<file path="src/rtl/dbg_pkg.sv">
// Shared constants for the debug command decoder: protocol opcodes,
// response bytes, FSM state encoding and a counter-width helper.
package dbg_pkg;

  // Command opcodes received from the host
  localparam logic [7:0] OP_READ  = 8'h52;  // 'R'
  localparam logic [7:0] OP_WRITE = 8'h57;  // 'W'

  // Response bytes returned to the host
  localparam logic [7:0] RSP_OK   = 8'h4B;  // 'K'
  localparam logic [7:0] RSP_ERR  = 8'h3F;  // '?'

  // State encoding
  localparam logic [2:0] ST_IDLE = 3'd0;
  localparam logic [2:0] ST_ADDR = 3'd1;
  localparam logic [2:0] ST_DATA = 3'd2;
  localparam logic [2:0] ST_BUS  = 3'd3;
  localparam logic [2:0] ST_RESP = 3'd4;

  typedef enum logic [2:0] {
    S_IDLE = ST_IDLE,
    S_ADDR = ST_ADDR,
    S_DATA = ST_DATA,
    S_BUS  = ST_BUS,
    S_RESP = ST_RESP
  } state_t;

  // Bits needed for a counter running 0 .. nbytes-1 (at least one bit)
  function automatic int cnt_bits(input int nbytes);
    return (nbytes < 2) ? 1 : $clog2(nbytes);
  endfunction

endpackage

</file>
<file path="src/rtl/dbg_cmd_decoder_if.sv">
// Signal bundle between the debug command decoder and its neighbours:
// UART receiver side, debug bus side and UART transmitter side.
// master = the decoder, slave = the surrounding environment.
interface dbg_cmd_decoder_if #(
  parameter int ADDR_W = 32,
  parameter int DATA_W = 32
);
  logic [7:0]        rx_char;
  logic              rx_done;
  logic              bus_req;
  logic              bus_we;
  logic [ADDR_W-1:0] bus_addr;
  logic [DATA_W-1:0] bus_wdata;
  logic [DATA_W-1:0] bus_rdata;
  logic              bus_ack;
  logic [7:0]        tx_data;
  logic              tx_valid;
  logic              tx_ready;
  logic              overrun;

  modport master (
    input  rx_char, rx_done, bus_rdata, bus_ack, tx_ready,
    output bus_req, bus_we, bus_addr, bus_wdata, tx_data, tx_valid, overrun
  );

  modport slave (
    output rx_char, rx_done, bus_rdata, bus_ack, tx_ready,
    input  bus_req, bus_we, bus_addr, bus_wdata, tx_data, tx_valid, overrun
  );
endinterface

</file>
<file path="src/rtl/dbg_resp_shifter.sv">
// Response byte shifter: loads up to four bytes (MSB-aligned) plus a byte
// count and presents them one at a time on a valid/ready byte interface.
module dbg_resp_shifter (
  input  logic        clk,
  input  logic        n_rst,
  input  logic        load,
  input  logic [31:0] load_data,
  input  logic [2:0]  load_count,
  output logic [7:0]  tx_data,
  output logic        tx_valid,
  input  logic        tx_ready,
  output logic        last_xfer
);
  logic [31:0] data_reg;
  logic [2:0]  cnt_reg;
  logic        valid_reg;
  logic        xfer;

  assign xfer      = valid_reg & tx_ready;
  assign last_xfer = xfer & (cnt_reg == 3'd1);
  assign tx_data   = data_reg[31:24];
  assign tx_valid  = valid_reg;

  // Load a new response, or step to the next byte on each accepted transfer
  always_ff @(posedge clk) begin
    if (!n_rst) begin
      data_reg  <= '0;
      cnt_reg   <= '0;
      valid_reg <= 1'b0;
    end else if (load && (load_count != 3'd0)) begin
      data_reg  <= load_data;
      cnt_reg   <= load_count;
      valid_reg <= 1'b1;
    end else if (xfer) begin
      data_reg  <= data_reg << 8;
      cnt_reg   <= cnt_reg - 3'd1;
      valid_reg <= (cnt_reg != 3'd1);
    end
  end
endmodule

</file>
<file path="src/rtl/dbg_cmd_decoder.sv">
// Debug command decoder: parses 'R'/'W' packets from the UART receiver,
// runs one debug bus transaction per packet and returns the response bytes
// through the transmitter handshake.
module dbg_cmd_decoder
  import dbg_pkg::*;
#(
  parameter int ADDR_W  = 32,
  parameter int DATA_W  = 32,
  parameter int TIMEOUT = 16000000,
  parameter int TO_BITS = 24
) (
  input logic               clk,
  input logic               n_rst,
  dbg_cmd_decoder_if.master dbg
);
  localparam int NA = ADDR_W / 8;
  localparam int ND = DATA_W / 8;
  localparam int CW = cnt_bits((NA > ND) ? NA : ND);
  localparam logic [CW-1:0]      NA_LAST = CW'(NA - 1);
  localparam logic [CW-1:0]      ND_LAST = CW'(ND - 1);
  localparam logic [TO_BITS-1:0] TO_LAST = TO_BITS'(TIMEOUT - 1);
  localparam logic [2:0]         ND_CNT  = 3'(ND);

  state_t              state_reg, state_next;
  logic                rx_done_q_reg;
  logic [CW-1:0]       byte_cnt_reg;
  logic [TO_BITS-1:0]  to_cnt_reg;
  logic                bus_req_reg;
  logic                bus_we_reg;
  logic [ADDR_W-1:0]   bus_addr_reg;
  logic [DATA_W-1:0]   bus_wdata_reg;
  logic                overrun_reg;

  logic        strobe;
  logic        in_packet;
  logic        to_hit;
  logic        ack;
  logic        cmd_op;
  logic        last_xfer;
  logic        rsp_load;
  logic [31:0] rsp_data;
  logic [2:0]  rsp_count;
  logic [31:0] rdata_aligned;

  // One byte per rising edge of the receiver's done level
  assign strobe        = dbg.rx_done & ~rx_done_q_reg;
  assign in_packet     = (state_reg == S_ADDR) || (state_reg == S_DATA);
  assign to_hit        = in_packet && (to_cnt_reg == TO_LAST);
  // An ack with no request outstanding is ignored
  assign ack           = dbg.bus_ack & bus_req_reg;
  assign cmd_op        = (dbg.rx_char == OP_READ) || (dbg.rx_char == OP_WRITE);
  assign rdata_aligned = 32'(dbg.bus_rdata) << (32 - DATA_W);

  // FSM state register
  always_ff @(posedge clk) begin
    if (!n_rst) state_reg <= S_IDLE;
    else        state_reg <= state_next;
  end

  // Next state and response-load decode; a strobe beats a same-cycle timeout
  always_comb begin
    state_next = state_reg;
    rsp_load   = 1'b0;
    rsp_data   = '0;
    rsp_count  = '0;
    case (state_reg)
      S_IDLE: begin
        if (strobe) begin
          if (cmd_op) begin
            state_next = S_ADDR;
          end else begin
            state_next = S_RESP;
            rsp_load   = 1'b1;
            rsp_data   = {RSP_ERR, 24'h0};
            rsp_count  = 3'd1;
          end
        end
      end
      S_ADDR: begin
        if (strobe) begin
          if (byte_cnt_reg == NA_LAST) state_next = bus_we_reg ? S_DATA : S_BUS;
        end else if (to_hit) begin
          state_next = S_IDLE;
        end
      end
      S_DATA: begin
        if (strobe) begin
          if (byte_cnt_reg == ND_LAST) state_next = S_BUS;
        end else if (to_hit) begin
          state_next = S_IDLE;
        end
      end
      S_BUS: begin
        if (ack) begin
          state_next = S_RESP;
          rsp_load   = 1'b1;
          rsp_data   = bus_we_reg ? {RSP_OK, 24'h0} : rdata_aligned;
          rsp_count  = bus_we_reg ? 3'd1 : ND_CNT;
        end
      end
      S_RESP: begin
        if (last_xfer) state_next = S_IDLE;
      end
      default: state_next = S_IDLE;
    endcase
  end

  // Packet datapath: field shifting, byte/timeout counters, bus request, overrun
  always_ff @(posedge clk) begin
    if (!n_rst) begin
      rx_done_q_reg <= 1'b1;
      byte_cnt_reg  <= '0;
      to_cnt_reg    <= '0;
      bus_req_reg   <= 1'b0;
      bus_we_reg    <= 1'b0;
      bus_addr_reg  <= '0;
      bus_wdata_reg <= '0;
      overrun_reg   <= 1'b0;
    end else begin
      rx_done_q_reg <= dbg.rx_done;
      bus_req_reg   <= (state_next == S_BUS);

      if (strobe || !in_packet || to_hit) to_cnt_reg <= '0;
      else                                to_cnt_reg <= to_cnt_reg + TO_BITS'(1);

      if (strobe && ((state_reg == S_BUS) || (state_reg == S_RESP))) overrun_reg <= 1'b1;

      if (strobe) begin
        case (state_reg)
          S_IDLE: begin
            if (cmd_op) begin
              bus_we_reg   <= (dbg.rx_char == OP_WRITE);
              byte_cnt_reg <= '0;
            end
          end
          S_ADDR: begin
            bus_addr_reg <= (bus_addr_reg << 8) | ADDR_W'(dbg.rx_char);
            byte_cnt_reg <= (byte_cnt_reg == NA_LAST) ? '0 : byte_cnt_reg + CW'(1);
          end
          S_DATA: begin
            bus_wdata_reg <= (bus_wdata_reg << 8) | DATA_W'(dbg.rx_char);
            byte_cnt_reg  <= (byte_cnt_reg == ND_LAST) ? '0 : byte_cnt_reg + CW'(1);
          end
          default: ;
        endcase
      end
    end
  end

  dbg_resp_shifter u_resp (
    .clk        (clk),
    .n_rst      (n_rst),
    .load       (rsp_load),
    .load_data  (rsp_data),
    .load_count (rsp_count),
    .tx_data    (dbg.tx_data),
    .tx_valid   (dbg.tx_valid),
    .tx_ready   (dbg.tx_ready),
    .last_xfer  (last_xfer)
  );

  assign dbg.bus_req   = bus_req_reg;
  assign dbg.bus_we    = bus_we_reg;
  assign dbg.bus_addr  = bus_addr_reg;
  assign dbg.bus_wdata = bus_wdata_reg;
  assign dbg.overrun   = overrun_reg;
endmodule

</file>
<file path="src/flat_wrapper.sv">
// flat-port wrapper written by rule: the top's interface ports become plain ports
module dbg_cmd_decoder_flat import dbg_pkg::*;
#(
  parameter int ADDR_W  = 32,
  parameter int DATA_W  = 32,
  parameter int TIMEOUT = 16000000,
  parameter int TO_BITS = 24
)
  (clk, n_rst, dbg_rx_char, dbg_rx_done, dbg_bus_rdata, dbg_bus_ack, dbg_tx_ready, dbg_bus_req, dbg_bus_we, dbg_bus_addr, dbg_bus_wdata, dbg_tx_data, dbg_tx_valid, dbg_overrun);
  dbg_cmd_decoder_if #(.ADDR_W(ADDR_W), .DATA_W(DATA_W)) dbg_i ();
  input logic clk;
  input logic n_rst;
  input wire logic [$bits(dbg_i.rx_char)-1:0] dbg_rx_char;
  input wire logic [$bits(dbg_i.rx_done)-1:0] dbg_rx_done;
  input wire logic [$bits(dbg_i.bus_rdata)-1:0] dbg_bus_rdata;
  input wire logic [$bits(dbg_i.bus_ack)-1:0] dbg_bus_ack;
  input wire logic [$bits(dbg_i.tx_ready)-1:0] dbg_tx_ready;
  output wire logic [$bits(dbg_i.bus_req)-1:0] dbg_bus_req;
  output wire logic [$bits(dbg_i.bus_we)-1:0] dbg_bus_we;
  output wire logic [$bits(dbg_i.bus_addr)-1:0] dbg_bus_addr;
  output wire logic [$bits(dbg_i.bus_wdata)-1:0] dbg_bus_wdata;
  output wire logic [$bits(dbg_i.tx_data)-1:0] dbg_tx_data;
  output wire logic [$bits(dbg_i.tx_valid)-1:0] dbg_tx_valid;
  output wire logic [$bits(dbg_i.overrun)-1:0] dbg_overrun;
  assign dbg_i.rx_char = dbg_rx_char;
  assign dbg_i.rx_done = dbg_rx_done;
  assign dbg_i.bus_rdata = dbg_bus_rdata;
  assign dbg_i.bus_ack = dbg_bus_ack;
  assign dbg_i.tx_ready = dbg_tx_ready;
  assign dbg_bus_req = dbg_i.bus_req;
  assign dbg_bus_we = dbg_i.bus_we;
  assign dbg_bus_addr = dbg_i.bus_addr;
  assign dbg_bus_wdata = dbg_i.bus_wdata;
  assign dbg_tx_data = dbg_i.tx_data;
  assign dbg_tx_valid = dbg_i.tx_valid;
  assign dbg_overrun = dbg_i.overrun;
  dbg_cmd_decoder #(.ADDR_W(ADDR_W), .DATA_W(DATA_W), .TIMEOUT(TIMEOUT), .TO_BITS(TO_BITS)) u_core (.clk(clk), .n_rst(n_rst), .dbg(dbg_i));
endmodule
</file>
<file path="config.mk">
export PLATFORM = sky130hd
export DESIGN_NAME = dbg_cmd_decoder_flat
export DESIGN_NICKNAME = d
export VERILOG_FILES = /design/src/rtl/dbg_pkg.sv /design/src/rtl/dbg_cmd_decoder_if.sv /design/src/rtl/dbg_resp_shifter.sv /design/src/rtl/dbg_cmd_decoder.sv /design/src/flat_wrapper.sv
export SDC_FILE = /design/constraint.sdc
export NUM_CORES = 1
export LEC_CHECK = 0
export BUFFER_PORTS_ARGS = -buffer_cell sky130_fd_sc_hd__buf_2
export CAP_MARGIN = 10
export CORE_MARGIN = 2
export CORE_UTILIZATION = 24
export DETAILED_ROUTE_END_ITERATION = 16
export RECOVER_POWER = 25
export SLEW_MARGIN = 20
export SYNTH_ARGS = -nofsm -noshare
export SYNTH_HDL_FRONTEND = slang
export SYNTH_SLANG_ARGS = --single-unit
</file>
<file path="constraint.sdc">
create_clock -name clk -period 2.6 [get_ports clk]
set_clock_uncertainty 0.2 [all_clocks]
set_input_delay 0.13 -clock clk [delete_from_list [all_inputs] [get_ports clk]]
set_output_delay 0.13 -clock clk [all_outputs]
set_load 0.01 [all_outputs]
</file>
==> results.sh, run 1 <==
export IMPL_status="finished clean"
export IMPL_finalSetupTns_ns=0
export IMPL_setup_ws_ns=0.103
export IMPL_netlist_instances=670
export IMPL_critPathTopFamily="buffers and inverters"
export IMPL_grt_max_degree=55
export IMPL_dpl_cell_count=1033
export IMPL_dr_total_vias=5313
export IMPL_cts_buffers=17
export IMPL_setup_viol=0
export IMPL_worst_setup_path_end_kind="flop"
export IMPL_hold_ws_ns=0.127
export IMPL_detail_route_antenna_nets=0
export IMPL_dp_hpwl_microns=10400
export IMPL_syn_num_nets=719
export IMPL_slew_viol_final=0
export IMPL_core_sq_mm=0.0227
export IMPL_cts_tree="built"
export IMPL_synth_area_per_cell_sq_um=8.34
export IMPL_dpl_worst_slack_ns=0.288
export IMPL_yosys_warnings=0
export IMPL_worstPathMaxFanout=7
export IMPL_fin_cells=1111
export IMPL_nNetsFinal=861
export IMPL_synth_ff_type="dfxtp_1"
export IMPL_die_h_microns=157
export IMPL_period_needed_ns=2.50
export IMPL_ios=121
export IMPL_h_tree_depth=4
export IMPL_wire_per_inst_microns=13.9
export IMPL_grt_pass1_vias=4988
export IMPL_max_stage_delay_ns=0.55
export IMPL_worst_slew_pin_slew_ns=0.893
export IMPL_cp_depth=7
export IMPL_crit_top_cell="dlygate4sd3_1"
export IMPL_rsz0062_at_grt="false"
export IMPL_drc=0
export IMPL_cts_sinks=133
export IMPL_path_clk_slew_ns=0.07
export IMPL_reg2regPathDepth=5
export IMPL_finalHoldViolations=0
export IMPL_cp_data_required_time_ns=2.72
export IMPL_first_iter_violations=320
export IMPL_path_buf_inv=3
export IMPL_leakage_nw=2.59
export IMPL_cp_slowest_cell="dlygate4sd3_1"
export IMPL_grt_ovfl_total=0
export IMPL_async_reset_ff_share_pct=0
export IMPL_start_kind="input port"
export IMPL_clk_path_buf_depth=2
export IMPL_die_width_microns=157
export IMPL_dieArea_sq_mm=0.0245
export IMPL_irDropWorstVdd_v=0.000375
export IMPL_min_path_cells=5
export IMPL_clk_latency_ns=0.43
export IMPL_critPathArrivalTime_ns=2.62
export IMPL_fmax_mhz=401
export IMPL_gp_congestion=0.802
export IMPL_syn_to_final_growth_pct=31.9
export IMPL_cts_setup_buffers=0
export IMPL_hold_path_class="input port to flop"
export IMPL_antenna_found_initial=1
export IMPL_synth_cell_types=59
export IMPL_clockRootBuffer="clkbuf_16"
export IMPL_grt_usage_pct=12.9
export IMPL_slew_limit_headroom_pct=40.0
export IMPL_grt_pass1_wl_microns=25100
export IMPL_cap_viol_max_count=0
export IMPL_port_buffers=120
export IMPL_start_util_pct=24.6
export IMPL_r2r_setup_slack_ns=0.14
export IMPL_crit_chain="dlygate4sd3_1 -> buf_2 -> or3b_1 -> a311oi_2 -> o21ai_0 -> o311a_1 -> dlygate4sd3_1"
export IMPL_synth_edf_count=0
export IMPL_row_count=55
export IMPL_wl_microns=15500
export IMPL_path_class="input port to flop"
export IMPL_syn_area_sq_mm=0.00559
export IMPL_ys_ff_latch=133
export IMPL_pwr_density_cell_mw_per_mm2=640
export IMPL_drtPass1Iterations=4
export IMPL_post_route_period_util_pct=96.0
export IMPL_vias_per_cell=4.78
export IMPL_synth_yosys_seq_area_share_pct=47.7
export IMPL_drive_gt1_share_pct=15.0
## cell usage after synthesis, types with 6 or more instances
master / count / area share [%]
clkbuf_1: 36 / 2.4
a311oi_1: 6 / 0.94
xor2_1: 6 / 0.94
buf_4: 10 / 1.3
nand2_1: 174 / 12
o21ai_0: 15 / 1.3
nand4_1: 9 / 1.0
xnor2_1: 6 / 0.94
a21oi_1: 79 / 7.1
a2bb2oi_1: 9 / 1.4
nor2_1: 25 / 1.7
dfxtp_1: 133 / 48
a31oi_1: 6 / 0.67
a22o_1: 8 / 1.3
nor4_1: 7 / 0.78
o2111ai_1: 10 / 1.6
nor3_1: 11 / 0.99
o31ai_1: 7 / 0.94
nand3_1: 15 / 1.3
mux2i_1: 11 / 2.0
inv_1: 8 / 0.54
or4_1: 8 / 1.1
## metal layers
metal,routed length [microns],global-route usage [%]
met1,7510,16.7
met2,6800,19.8
met3,940,4.54
met4,238,4.54
met5,0,0
## final cells by class
cell class                      count  area (sq um)
Antenna cell                        1          2.50
Clock buffer                       17           425
Clock inverter                     15           171
Fill cell                        2429         15300
Inverter                            8          30.0
Multi-Input combinational cell    476          2650
Sequential cell                   133          2660
Tap cell                          285           357
Timing Repair Buffer              176          1070
## tightest hold or removal path: stages
cell and delay, ns:
buf_2 0.09, and2_1 0.15, nor2_1 0.06, o21ai_0 0.22, nor2_1 0.06
## what timing repair did
| item | 4_1_cts | 5_1_grt |
|---|---|---|
| endpoints found under the setup margin | 0 | 2 |
| hold buffers | 45 | 0 |
| resized for setup | 0 | 1 |
| hold endpoints to repair | 53 | 0 |
## layout by cell type (no fill, tap or decap), types with 4 or more instances in the layout
master / count
nand2_1: 174
dfxtp_1: 133
a21oi_1: 79
buf_2: 68
clkbuf_1: 52
dlygate4sd3_1: 45
nor2_1: 23
clkbuf_16: 17
o21ai_0: 15
nand3_1: 15
nor3_1: 11
mux2i_1: 11
buf_4: 11
o2111ai_1: 10
nand4_1: 9
a2bb2oi_1: 9
or4_1: 8
a22o_1: 8
inv_1: 7
nor4_1: 7
o31ai_1: 7
inv_8: 7
xnor2_1: 6
a311oi_1: 6
a31oi_1: 6
xor2_1: 6
inv_6: 5
or2_2: 4
and2_1: 4
or3_1: 4
o22ai_1: 4
ha_1: 4
## metrics by stage
| stage | power [mW] | instance area, sq um | util (%) |
|---|---|---|---|
| final | 4.72 | 7370 | 32.4 |
| after global routing | 4.90 | 7370 | 32.4 |
| after CTS | 4.78 | 7430 | 32.7 |
| after detailed placement | 2.30 | 6380 | 28.1 |
| after global placement | 2.30 | 6380 | 28.1 |
| after floorplan | 2.23 | 5590 | - |
## final timing paths
check,startpoint,end
hold reg to reg,u_core.dbg.bus_addr[30]$_SDFFE_PN0P_,u_core.dbg.bus_addr[30]$_SDFFE_PN0P_
setup reg to reg,u_core.state_reg[2]$_SDFF_PN0_,u_core.u_resp.data_reg[30]$_SDFFE_PN0P_
setup / recovery,dbg_rx_done,u_core.u_resp.data_reg[30]$_SDFFE_PN0P_
hold / removal,dbg_bus_ack,u_core.state_reg[1]$_SDFF_PN0_
## where the power goes
part           switching (mW)  internal [mW]  leakage [nW]
sequential             0.0151           2.06          1.07
clock                    1.11           1.30         0.295
combinational           0.109          0.118          1.22
## cell families after synthesis
logic type | share of synthesized area (%)
xor gates and xnor gates | 1.88
adders and majority gates | 0.896
AOI/OAI and AO/OA | 19.0
muxes | 1.97
DFF | 47.7
buffers and inverters | 5.13
and+or+nand+nor | 23.5
Note: power is estimated with default switching activity, not from simulation.
==> inputs of run 2 (changes only) <==
Settings changed: GPL_TIMING_DRIVEN set to 0.
==> results.sh, run 2 (same netlist as run 1, synthesis figures left out) <==
export IMPL_nNetsFinal=904
export IMPL_cts_buffers=17
export IMPL_setup_viol=0
export IMPL_path_clk_slew_ns=0.06
export IMPL_hold_path_class="input port to flop"
export IMPL_r2r_setup_slack_ns=0.33
export IMPL_cap_viol_max_count=0
export IMPL_drtPass1Iterations=5
export IMPL_crit_start="dbg_rx_char[0]"
export IMPL_irDropWorstVdd_v=0.000343
export IMPL_first_iter_violations=358
export IMPL_clk_latency_ns=0.43
export IMPL_mostFrequentLayoutCells="nand2_1, dfxtp_1, clkbuf_1"
export IMPL_clk_path_buf_depth=2
export IMPL_port_buffers=120
export IMPL_cts_sinks=133
export IMPL_finalSetupTns_ns=0
export IMPL_pwr_density_cell_mw_per_mm2=607
export IMPL_die_width_microns=157
export IMPL_cp_slowest_cell="dlygate4sd3_1"
export IMPL_hold_ws_ns=0.0880
export IMPL_detail_route_antenna_nets=0
export IMPL_status="finished clean"
export IMPL_drc=0
export IMPL_cts_tree="built"
export IMPL_post_route_period_util_pct=89.3
export IMPL_fin_util_pct=33.0
export IMPL_grt_usage_pct=13.7
export IMPL_core_sq_mm=0.0227
export IMPL_clockRootBuffer="clkbuf_16"
export IMPL_max_stage_delay_ns=0.53
export IMPL_slew_viol_final=0
export IMPL_h_tree_depth=4
export IMPL_worst_slew_pin_slew_ns=0.699
export IMPL_crit_chain="dlygate4sd3_1 -> buf_2 -> xnor2_1 -> a311o_1 -> clkbuf_1 -> o2111ai_1 -> a2bb2oi_1"
export IMPL_grt_ovfl_total=0
export IMPL_dp_hpwl_microns=12000
export IMPL_r2r_start="u_core.state_reg[0]$_SDFF_PN0_"
export IMPL_leakage_nw=2.65
export IMPL_grt_max_degree=17
export IMPL_diodes=0
export IMPL_layout_commonest_cell="nand2_1"
export IMPL_gp_congestion=0.774
export IMPL_wire_per_inst_microns=14.7
export IMPL_dr_total_vias=5438
export IMPL_vias_per_cell=4.72
export IMPL_dieArea_sq_mm=0.0245
export IMPL_die_h_microns=157
export IMPL_critPathArrivalTime_ns=2.48
export IMPL_row_count=55
export IMPL_total_power_mw=4.55
export IMPL_fmax_mhz=431
export IMPL_grt_pass1_wl_microns=26100
export IMPL_timing_rr_end="u_core.u_resp.data_reg[23]$_SDFFE_PN0P_"
export IMPL_start_util_pct=24.6
export IMPL_worst_setup_path_end_kind="flop"
export IMPL_syn_to_final_growth_pct=34.2
export IMPL_wl_microns=17000
export IMPL_crit_end="u_core.u_resp.data_reg[18]$_SDFFE_PN0P_"
export IMPL_period_needed_ns=2.32
export IMPL_drive_gt1_share_pct=14.6
export IMPL_slew_limit_headroom_pct=53.4
export IMPL_rsz0062_at_grt="false"
export IMPL_start_kind="input port"
export IMPL_reg2regPathDepth=7
export IMPL_finalHoldViolations=0
export IMPL_path_class="input port to flop"
export IMPL_antenna_found_initial=0
export IMPL_ios=121
export IMPL_worstPathMaxFanout=10
export IMPL_cp_data_required_time_ns=2.76
export IMPL_grt_pass1_vias=4914
run 2: cell types whose count changed in the layout (fill, tap and decap cells not counted), moves of 4 or more:
cell,delta
inv_6,-4
buf_2,+4
inv_8,-7
clkinv_2,+4
clkbuf_1,+37
run 2: through the flow:
step | worst slack [ns] | area [sq um] | cells
2_1_floorplan | 0.566 | 5590 | 670
3_3_place_gp | 0.0987 | 6540 | 1075
3_5_place_dp | 0.0865 | 6540 | 1075
4_1_cts | 0.0709 | 7520 | 1150
5_1_grt | 0.120 | 7500 | 1153
6_report | 0.278 | 7500 | 1153
run 2: how the worst min path moves through the flow:
stage                            startpoint                                 endpoint  slack [ns]  cells after the start
after floorplan                       n_rst          u_core.rx_done_q_reg$_SDFF_PN1_       0.003                      1
after global placement     dbg_bus_rdata[8]   u_core.u_resp.data_reg[8]$_SDFFE_PN0P_        0.13                      3
after detailed placement  dbg_bus_rdata[13]  u_core.u_resp.data_reg[13]$_SDFFE_PN0P_        0.14                      3
after CTS                      dbg_tx_ready  u_core.u_resp.data_reg[29]$_SDFFE_PN0P_        0.08                      4
after global routing           dbg_tx_ready  u_core.u_resp.data_reg[29]$_SDFFE_PN0P_        0.12                      4
final                          dbg_tx_ready  u_core.u_resp.data_reg[29]$_SDFFE_PN0P_        0.09                      4
run 2: cell type report:
cell class	instances	area, sq um
Sequential cell	133	2660
Clock inverter	11	77.6
Inverter	8	30.0
Fill cell	2437	15200
Timing Repair Buffer	166	988
Buffer	53	256
Tap cell	285	357
Multi-Input combinational cell	476	2650
Clock buffer	21	470
run 2: worst max-delay path, delay by kind of cell:
family | cells | cell delay [ns]
xor gates and xnor gates | 1 | 0.41
buffers and inverters | 3 | 1.14
AOI/OAI and AO/OA | 3 | 0.79
run 2: repair_timing:
| item | 4_1_cts | 5_1_grt |
|---|---|---|
| endpoints found under the setup margin | 0 | 20 |
| gates resized for setup | 0 | 1 |
| hold endpoints to repair | 51 | 0 |
| hold buffers | 43 | 0 |
| setup buffers | 0 | 3 |
run 2: routing by layer:
layer	up-vias	part of all wire (%)	GRT usage (%)
met4	0	1.6	4.46
li1	2733	-	-
met2	159	45	21.4
met5	-	0	0
met3	23	5.8	4.04
met1	2523	48	18.0
run 2: report_power, final:
group          leakage [nW]  internal (mW)  switching (mW)  total [mW]
sequential             1.07           2.06          0.0162        2.08
combinational          1.31          0.127           0.120       0.247
clock                 0.265           1.29           0.935        2.23
==> inputs of run 3 (changes only) <==
Settings changed: MAX_ROUTING_LAYER set to met4, RECOVER_POWER 25 to not set.
==> results.sh, run 3 (same netlist as run 1, synthesis figures left out) <==
export IMPL_dr_total_vias=5437
export IMPL_path_class="input port to flop"
export IMPL_place_area_sq_mm=0.00654
export IMPL_slew_limit_headroom_pct=53.6
export IMPL_period_needed_ns=2.30
export IMPL_p_switching_mw=1.08
export IMPL_comb_power_share_pct=5.4
export IMPL_wl_met3_microns=1020
export IMPL_core_sq_mm=0.0227
export IMPL_wl_met2_microns=7580
export IMPL_syn_to_final_growth_pct=35.4
export IMPL_seqPwrFrac_pct=45.6
export IMPL_row_count=55
export IMPL_finalHoldViolations=0
export IMPL_setup_ws_ns=0.297
export IMPL_timing_rr_end="u_core.u_resp.data_reg[23]$_SDFFE_PN0P_"
export IMPL_dp_hpwl_microns=12000
export IMPL_clk_path_buf_depth=2
export IMPL_slew_viol_final=0
export IMPL_drtPass1Iterations=5
export IMPL_ios=121
export IMPL_layout_commonest_cell="nand2_1"
export IMPL_dieArea_sq_mm=0.0245
export IMPL_rsz0062_at_grt="false"
export IMPL_start_util_pct=24.6
export IMPL_hold_end="u_core.u_resp.data_reg[29]$_SDFFE_PN0P_"
export IMPL_mostFrequentLayoutCells="nand2_1, dfxtp_1, buf_2"
export IMPL_pwr_density_cell_mw_per_mm2=603
export IMPL_dpl_cell_count=1075
export IMPL_grt_max_degree=17
export IMPL_wire_per_inst_microns=14.7
export IMPL_r2r_setup_slack_ns=0.34
export IMPL_clockRootBuffer="clkbuf_16"
export IMPL_finalSetupTns_ns=0
export IMPL_drc=0
export IMPL_worstPathMaxFanout=10
export IMPL_irDropWorstVdd_v=0.000344
export IMPL_hold_ws_ns=0.0888
export IMPL_cap_viol_max_count=0
export IMPL_drive_gt1_share_pct=20.6
export IMPL_reg2regPathDepth=7
export IMPL_grt_pass1_vias=4899
export IMPL_vias_per_cell=4.72
export IMPL_grt_usage_pct=14.1
export IMPL_nNetsFinal=904
export IMPL_cts_tree="built"
export IMPL_worst_setup_path_end_kind="flop"
export IMPL_h_tree_depth=4
export IMPL_critPathArrivalTime_ns=2.46
export IMPL_hold_path_class="input port to flop"
export IMPL_wl_met1_microns=8040
export IMPL_detail_route_antenna_nets=0
export IMPL_intPower_mw=3.48
export IMPL_grt_pass1_wl_microns=26100
export IMPL_port_buffers=120
export IMPL_pwr_share_clk_pct=49.0
export IMPL_fin_util_pct=33.3
export IMPL_leakage_nw=2.88
export IMPL_worst_slew_pin_slew_ns=0.696
export IMPL_post_route_period_util_pct=88.6
export IMPL_start_kind="input port"
export IMPL_antenna_found_initial=0
export IMPL_r2r_start="u_core.state_reg[0]$_SDFF_PN0_"
export IMPL_first_iter_violations=347
export IMPL_gp_congestion=0.784
export IMPL_grt_ovfl_total=0
export IMPL_clk_latency_ns=0.43
export IMPL_cp_data_required_time_ns=2.75
export IMPL_total_power_mw=4.56
export IMPL_top_layer="met4"
export IMPL_die_h_microns=157
export IMPL_switching_share_pct=23.6
export IMPL_hold_path_startpoint="dbg_tx_ready"
export IMPL_die_width_microns=157
export IMPL_wl_microns=16900
export IMPL_dpl_worst_slack_ns=0.0865
export IMPL_cts_sinks=133
export IMPL_path_clk_slew_ns=0.06
export IMPL_design_area_sq_mm=0.00756
export IMPL_status="finished clean"
export IMPL_fmax_mhz=434
export IMPL_min_path_cells=4
export IMPL_fin_cells=1153
export IMPL_diodes=0
export IMPL_cts_buffers=17
export IMPL_setup_viol=0
[run 3: cell types whose count changed in the layout (fill, tap and decap cells not counted)]
cell / before / now
clkbuf_1: 89 / 37
buf_2: 72 / 124
[run 3: layer usage]
metal,track usage [%],vias up
li1,-,2734
met1,17.9,2516
met2,21.4,165
met3,4.21,22
met4,4.46,0
met5,-,-
[run 3: critical path, stage by stage]
cell and delay (ns):
dlygate4sd3_1 0.56, buf_2 0.15, nor2b_1 0.38, a311o_1 0.40
clkbuf_1 0.43, o2111ai_1 0.19, a2bb2oi_1 0.20
[run 3: power groups by stage]
stage	Combinational (mW)	Sequential, mW	Clock (mW)
floorplan	0.109	2.12	0
global placement	0.193	2.12	0
detailed placement	0.194	2.12	0
CTS	0.246	2.08	2.28
global route	0.270	2.08	2.36
finish	0.247	2.08	2.23
[run 3: worst max-delay path by stage]
stage | from | end | slack, ns
final | dbg_rx_char[3] | u_core.u_resp.data_reg[17]$_SDFFE_PN0P_ | 0.30
after global routing | dbg_rx_char[0] | u_core.u_resp.data_reg[31]$_SDFFE_PN0P_ | 0.12
after CTS | u_core.state_reg[1]$_SDFF_PN0_ | u_core.u_resp.data_reg[17]$_SDFFE_PN0P_ | 0.07
after detailed placement | u_core.state_reg[1]$_SDFF_PN0_ | u_core.u_resp.data_reg[16]$_SDFFE_PN0P_ | 0.09
after global placement | u_core.state_reg[1]$_SDFF_PN0_ | u_core.u_resp.data_reg[31]$_SDFFE_PN0P_ | 0.1
after floorplan | u_core.state_reg[0]$_SDFF_PN0_ | u_core.to_cnt_reg[19]$_SDFF_PP0_ | 0.57
[run 3: area by class of cell]
cell class / instances / area, sq um
inverter: 8 / 30.0
tap: 285 / 357
multi-input combinational: 476 / 2650
timing repair buffer: 166 / 1050
buffer: 53 / 256
clock inverter: 11 / 77.6
fill: 2407 / 15100
sequential: 133 / 2660
clock buffer: 21 / 470
[run 3: timing repair]
action / 4_1_cts / 5_1_grt
gates resized for setup: 0 / 1
buffers inserted: 0 / 3
endpoints found under the setup margin: 0 / 20
hold endpoints to repair: 51 / 0
hold buffers: 43 / 0
